`config.mk`:
```
export PLATFORM = sky130hd
export DESIGN_NAME = branch_predictor
export DESIGN_NICKNAME = d
export VERILOG_FILES = /design/src/rtl/branch_predictor.sv
export SDC_FILE = /design/constraint.sdc
export NUM_CORES = 2
export LEC_CHECK = 0
export BUFFER_PORTS_ARGS = -buffer_cell sky130_fd_sc_hd__buf_2
export CORE_AREA = 2 2 329 331
export DETAILED_ROUTE_END_ITERATION = 8
export DIE_AREA = 0 0 331 333
export GPL_ROUTABILITY_DRIVEN = 0
export PLACE_DENSITY = 0.64
export REMOVE_ABC_BUFFERS = 1
export SYNTH_ARGS = -nofsm -noshare
export SYNTH_HDL_FRONTEND = slang
export SYNTH_SLANG_ARGS = --single-unit
```
`constraint.sdc`:
```
create_clock -name i_clk -period 6.6 [get_ports i_clk]
set_input_delay 0.99 -clock i_clk [delete_from_list [all_inputs] [get_ports i_clk]]
set_output_delay 0.99 -clock i_clk [all_outputs]
set_load 0.005 [all_outputs]
```
`src/rtl/branch_predictor.sv`:
```
// Fetch-stage branch predictor: direct-mapped BTB with 2-bit saturating counters,
// execute-stage resolution, mispredict flag and branch/mispredict statistics.
module branch_predictor #(
    parameter int ADDR_WIDTH = 32,
    parameter int ENTRIES    = 16
) (
    input  logic                  i_clk,
    input  logic                  i_rst,
    input  logic [ADDR_WIDTH-1:0] i_pc_f,
    output logic                  o_pred_taken,
    output logic                  o_pred_hit,
    output logic [ADDR_WIDTH-1:0] o_next_pc,
    input  logic                  i_upd_en,
    input  logic [ADDR_WIDTH-1:0] i_upd_pc,
    input  logic                  i_upd_taken,
    input  logic [ADDR_WIDTH-1:0] i_upd_target,
    input  logic                  i_upd_pred_taken,
    input  logic [ADDR_WIDTH-1:0] i_upd_pred_target,
    output logic                  o_mispredict,
    output logic [31:0]           o_br_count,
    output logic [31:0]           o_mispred_count
);
    localparam int IDX = $clog2(ENTRIES);
    localparam int TAG = ADDR_WIDTH - IDX - 2;

    logic                  r_valid  [ENTRIES];
    logic [TAG-1:0]        r_tag    [ENTRIES];
    logic [ADDR_WIDTH-1:0] r_target [ENTRIES];
    logic [1:0]            r_ctr    [ENTRIES];
    logic [31:0]           r_br_count;
    logic [31:0]           r_mispred_count;

    logic [IDX-1:0] w_f_idx, w_u_idx;
    logic [TAG-1:0] w_f_tag, w_u_tag;
    logic           w_f_hit, w_u_hit, w_mispredict;
    logic           w_unused;

    assign w_f_idx = i_pc_f[IDX+1:2];
    assign w_f_tag = i_pc_f[ADDR_WIDTH-1:IDX+2];
    assign w_u_idx = i_upd_pc[IDX+1:2];
    assign w_u_tag = i_upd_pc[ADDR_WIDTH-1:IDX+2];
    assign w_unused = ^{i_pc_f[1:0], i_upd_pc[1:0]};

    // Prediction reads the registered table only, so a same-cycle update is not bypassed.
    assign w_f_hit      = r_valid[w_f_idx] && (r_tag[w_f_idx] == w_f_tag);
    assign o_pred_hit   = w_f_hit;
    assign o_pred_taken = w_f_hit && r_ctr[w_f_idx][1];
    assign o_next_pc    = o_pred_taken ? r_target[w_f_idx] : i_pc_f + ADDR_WIDTH'(4);

    assign w_u_hit      = r_valid[w_u_idx] && (r_tag[w_u_idx] == w_u_tag);
    assign w_mispredict = i_upd_en && ((i_upd_taken != i_upd_pred_taken) ||
                          (i_upd_taken && (i_upd_target != i_upd_pred_target)));
    assign o_mispredict = w_mispredict;

    always_ff @(posedge i_clk) begin
        if (i_rst) begin
            for (int k = 0; k < ENTRIES; k++) begin
                r_valid[k]  <= 1'b0;
                r_tag[k]    <= '0;
                r_target[k] <= '0;
                r_ctr[k]    <= 2'b01;
            end
            r_br_count      <= '0;
            r_mispred_count <= '0;
        end else if (i_upd_en) begin
            r_br_count <= r_br_count + 32'd1;
            if (w_mispredict)
                r_mispred_count <= r_mispred_count + 32'd1;
            if (w_u_hit) begin
                if (i_upd_taken) begin
                    r_target[w_u_idx] <= i_upd_target;
                    if (r_ctr[w_u_idx] != 2'b11)
                        r_ctr[w_u_idx] <= r_ctr[w_u_idx] + 2'd1;
                end else if (r_ctr[w_u_idx] != 2'b00) begin
                    r_ctr[w_u_idx] <= r_ctr[w_u_idx] - 2'd1;
                end
            end else if (i_upd_taken) begin
                // Taken miss allocates, evicting whatever aliased into this index.
                r_valid[w_u_idx]  <= 1'b1;
                r_tag[w_u_idx]    <= w_u_tag;
                r_target[w_u_idx] <= i_upd_target;
                r_ctr[w_u_idx]    <= 2'b10;
            end
        end
    end

    assign o_br_count      = r_br_count;
    assign o_mispred_count = r_mispred_count;
endmodule

```
==> load_flow_metrics.sql <==
INSERT INTO impl_metrics (metric_group, metric, value, unit) VALUES
('status', 'outcome', 'finished, final reports clean', ''),
('placed_design', 'dp.cells', '5060', ''),
('cts', 'insertion_delay', '0.71', 'ns'),
('floorplanning', 'floorplan.die_area', '110200', 'µm²'),
('critical_path', 'worst_r2r_startpoint', 'r_tag[8][11]', ''),
('logic_synthesis', 'synth-edff-count', '960', ''),
('placed_design', 'dp_hpwl', '90970', 'µm'),
('cells_and_area', 'final_cells', '5273', ''),
('sta', 'fin_crit', '5.807', 'ns'),
('critical_path', 'crit_path_buf_inv_count', '4', ''),
('pwr', 'power_frac_comb', '10.5', '%'),
('sta', 'finalHoldWorstSlack', '0.4810', 'ns'),
('sta', 'timing.setup.tns', '0', 'ns'),
('logic_synthesis', 'synth_cell_type_count', '70', ''),
('cells_and_area', 'finish.net_count', '3907', ''),
('drt', 'drt_drc_violations_left', '0', ''),
('cells_and_area', 'post-route-cell-area', '59370', 'µm²'),
('critical_path', 'cp_top_family', 'buffers and inverters', ''),
('cts', 'clockBufferDepth', '3', ''),
('grt', 'grt_pass1_vias', '33640', ''),
('sta', 'grt_setup_unrepaired', 'no', ''),
('grt', 'globalRouteOverflowTotal', '0', ''),
('critical_path', 'critical_path.cell_chain', 'buf_8, buf_12, a211oi_1, a21oi_1, xor2_1, nor4_1, nand4_1, nor4_4, buf_12, mux2_2, buf_2', ''),
('sta', 'hold_viol_final', '0', ''),
('drt', 'routed_via_density', '6.446', ''),
('logic_synthesis', 'synth_top_cell_by_area', 'edfxtp_1', ''),
('sta', 'tightestPinTransition', '1.323', 'ns'),
('placed_design', 'dpl_cell_area', '55760', 'µm²'),
('min_path', 'hold-path-cell-count', '1', ''),
('critical_path', 'criticalPathCategory', 'in -> out', ''),
('min_path', 'hold_path.class', 'reg -> reg', ''),
('pwr', 'p_sw', '3.740', 'mW'),
('critical_path', 'critical_path.endpoint_type', 'output pin', ''),
('drt', 'routed-via-count', '33990', ''),
('cells_and_area', 'multi_input_gate_area', '21280', 'µm²'),
('min_path', 'holdCritStartpoint', 'r_valid[0]', ''),
('floorplanning', 'placementRows', '120', ''),
('pwr', 'seq_power_share', '49.4', '%'),
('run', 'cap_violations', '0', ''),
('cts', 'cts_root_buffer', 'clkbuf_16', ''),
('cts', 'postCtsHoldBufs', '0', ''),
('cts', 'cts_tree', 'yes', ''),
('logic_synthesis', 'ys_warn_count', '0', ''),
('critical_path', 'critical-path-slowest-cell', 'a21oi_1', ''),
('grt', 'gr-usage-all-layers', '30.38', '%'),
('floorplanning', 'floorplan.die.height', '333', 'µm'),
('cts', 'post-cts-setup-buffer-count', '0', ''),
('pwr', 'share_clk_of_total_power', '40.1', '%'),
('min_path', 'hold-path-endpoint', 'r_valid[0]', ''),
('floorplanning', 'die-width', '331', 'µm'),
('cells_and_area', 'syn2layout_area_growth', '11.93', '%'),
('sta', 'finalClockSkew', '0.02356', 'ns'),
('pwr', 'internal_power', '11.74', 'mW'),
('pwr', 'power_leakage', '22.25', 'nW'),
('logic_synthesis', 'yosys_most_used_dff', 'edfxtp_1', ''),
('cts', 'clock_input_transition_at_the_sequential_cells_of_the_worst_setup_and_hold_paths', '0.06', 'ns'),
('floorplanning', 'fp.coreArea', '106600', 'µm²'),
('cells_and_area', 'flip_flop_and_latch_area', '30430', 'µm²'),
('critical_path', 'timing.critical_path.mode_cell', 'buf_12', ''),
('critical_path', 'cpPeakStageDelay', '0.83', 'ns'),
('floorplanning', 'design.portCount', '232', ''),
('drt', 'wl_per_cell', '31.76', 'µm'),
('placed_design', 'port-buffer-count', '229', ''),
('critical_path', 'setup_slack_of_the_most_critical_reg_to_reg_path', '2.14', 'ns'),
('cts', 'cts_num_sinks', '1040', ''),
('critical_path', 'timing.critical_path.arrival', '4.82', 'ns'),
('critical_path', 'crit_path_max_fanout', '75', ''),
('critical_path', 'start_kind', 'input port', ''),
('drt', 'drt-total-wl', '167500', 'µm'),
('sta', 'finalSetupViolCount', '0', ''),
('drt', 'drtIter0Drc', '4527', '');
[cells in the final DEF, fill, tap and decap left out, types with 18 or more instances in the layout]
cell type,count
a21o_1,19
mux4_2,376
clkbuf_1,22
buf_2,221
clkinv_1,25
edfxtp_1,960
a21oi_1,41
clkinv_2,19
nand3_1,45
inv_1,21
nor2b_1,31
clkbuf_16,113
buf_4,103
or2_2,18
and3_1,434
mux2_2,45
nand4_1,39
nand2_1,75
xnor2_1,96
a211oi_1,22
mux2i_1,92
nor2_1,94
dfxtp_1,80
xor2_1,81
and2_1,535
[flip-flops by register name, summed over array words and instances, names as in the netlist]
register and count:
o_mispred_count 32, r_target 512, r_ctr 32, o_br_count 32, r_tag 416, r_valid 16
[worst max path at each step]
stage | from | end | slack [ns] | cells after the start
5_1_grt | i_pc_f[2] | o_next_pc[25] | 0.69 | 13
2_1_floorplan | i_upd_pc[4] | r_ctr[12][0] | -1.85 | 9
3_5_place_dp | i_pc_f[2] | o_next_pc[25] | 0.91 | 13
3_3_place_gp | i_pc_f[2] | o_next_pc[25] | 0.91 | 13
4_1_cts | i_pc_f[2] | o_next_pc[25] | 0.89 | 13
6_report | i_pc_f[3] | o_next_pc[25] | 0.79 | 11
[cells in the mapped netlist, types with 39 or more instances]
master and instances:
a21oi_1 41, and2_1 535, and3_1 434, buf_2 40, clkbuf_1 294, dfxtp_1 80, edfxtp_1 960, mux2_2 45
mux2i_1 92, mux4_2 376, nand2_1 76, nand3_1 45, nand4_1 39, nor2_1 110, xnor2_1 96, xor2_1 81
[routing by layer]
metal	vias up	GRT usage, %	share of wire [%]
met2	2015	45.61	46
met5	-	0	0.063
met1	17410	42.62	39
met3	321	8.928	12
li1	14230	-	-
met4	16	9.929	3.1
[metrics by stage]
stage	total power, mW	setup slack, ns	utilization [%]
after global placement	9.361	0.9108	52.31
after detailed placement	9.381	0.9059	52.31
after CTS	15.52	0.8887	55.67
final	15.48	0.7929	55.69
after global routing	15.88	0.6910	55.68
after floorplan	8.552	-1.849	-
[power by group through the flow]
| stage | Combinational, mW | Clock [mW] | Sequential (mW) |
|---|---|---|---|
| 6_report | 1.62 | 6.20 | 7.65 |
| 3_3_place_gp | 1.59 | 0 | 7.77 |
| 4_1_cts | 1.60 | 6.27 | 7.65 |
| 5_1_grt | 1.69 | 6.51 | 7.68 |
| 2_1_floorplan | 0.818 | 0 | 7.73 |
| 3_5_place_dp | 1.60 | 0 | 7.78 |
[kinds of logic (layout without fill, tap and decap cells)]
| group | Yosys count | after routing | synth area share (%) |
|---|---|---|---|
| XOR/XNOR | 177 | 177 | 2.923 |
| multiplexers | 521 | 521 | 18.91 |
| buffers and inverters | 400 | 572 | 3.123 |
| AND/OR/NAND/NOR | 1359 | 1359 | 15.14 |
| other | 0 | 7 | 0 |
| adder cells (fa/ha/maj) | 3 | 3 | 0.07078 |
| flip-flops | 1040 | 1040 | 57.37 |
| AO/OA/AOI/OAI | 191 | 191 | 2.468 |
[layout make-up]
class	instances	share of cell area, %
tap	1403	2.957
sequential	1040	51.26
timing repair buffer	342	3.726
multi-input combinational	2251	35.84
clock inverter	63	0.9758
antenna	7	0.02951
inverter	24	0.1517
clock buffer	143	5.062
[worst register-to-register path: stages (launching register included)]
cell and delay, ns:
edfxtp_1 0.42, mux4_2 0.48, mux2i_1 0.38, o2bb2ai_1 0.17, nor4_1 0.42, and3_1 0.22
o2111ai_1 0.25, or4_4 0.81, and2_1 0.31, or2_2 0.29, buf_4 0.34
Power figures use the tool's default switching activity.
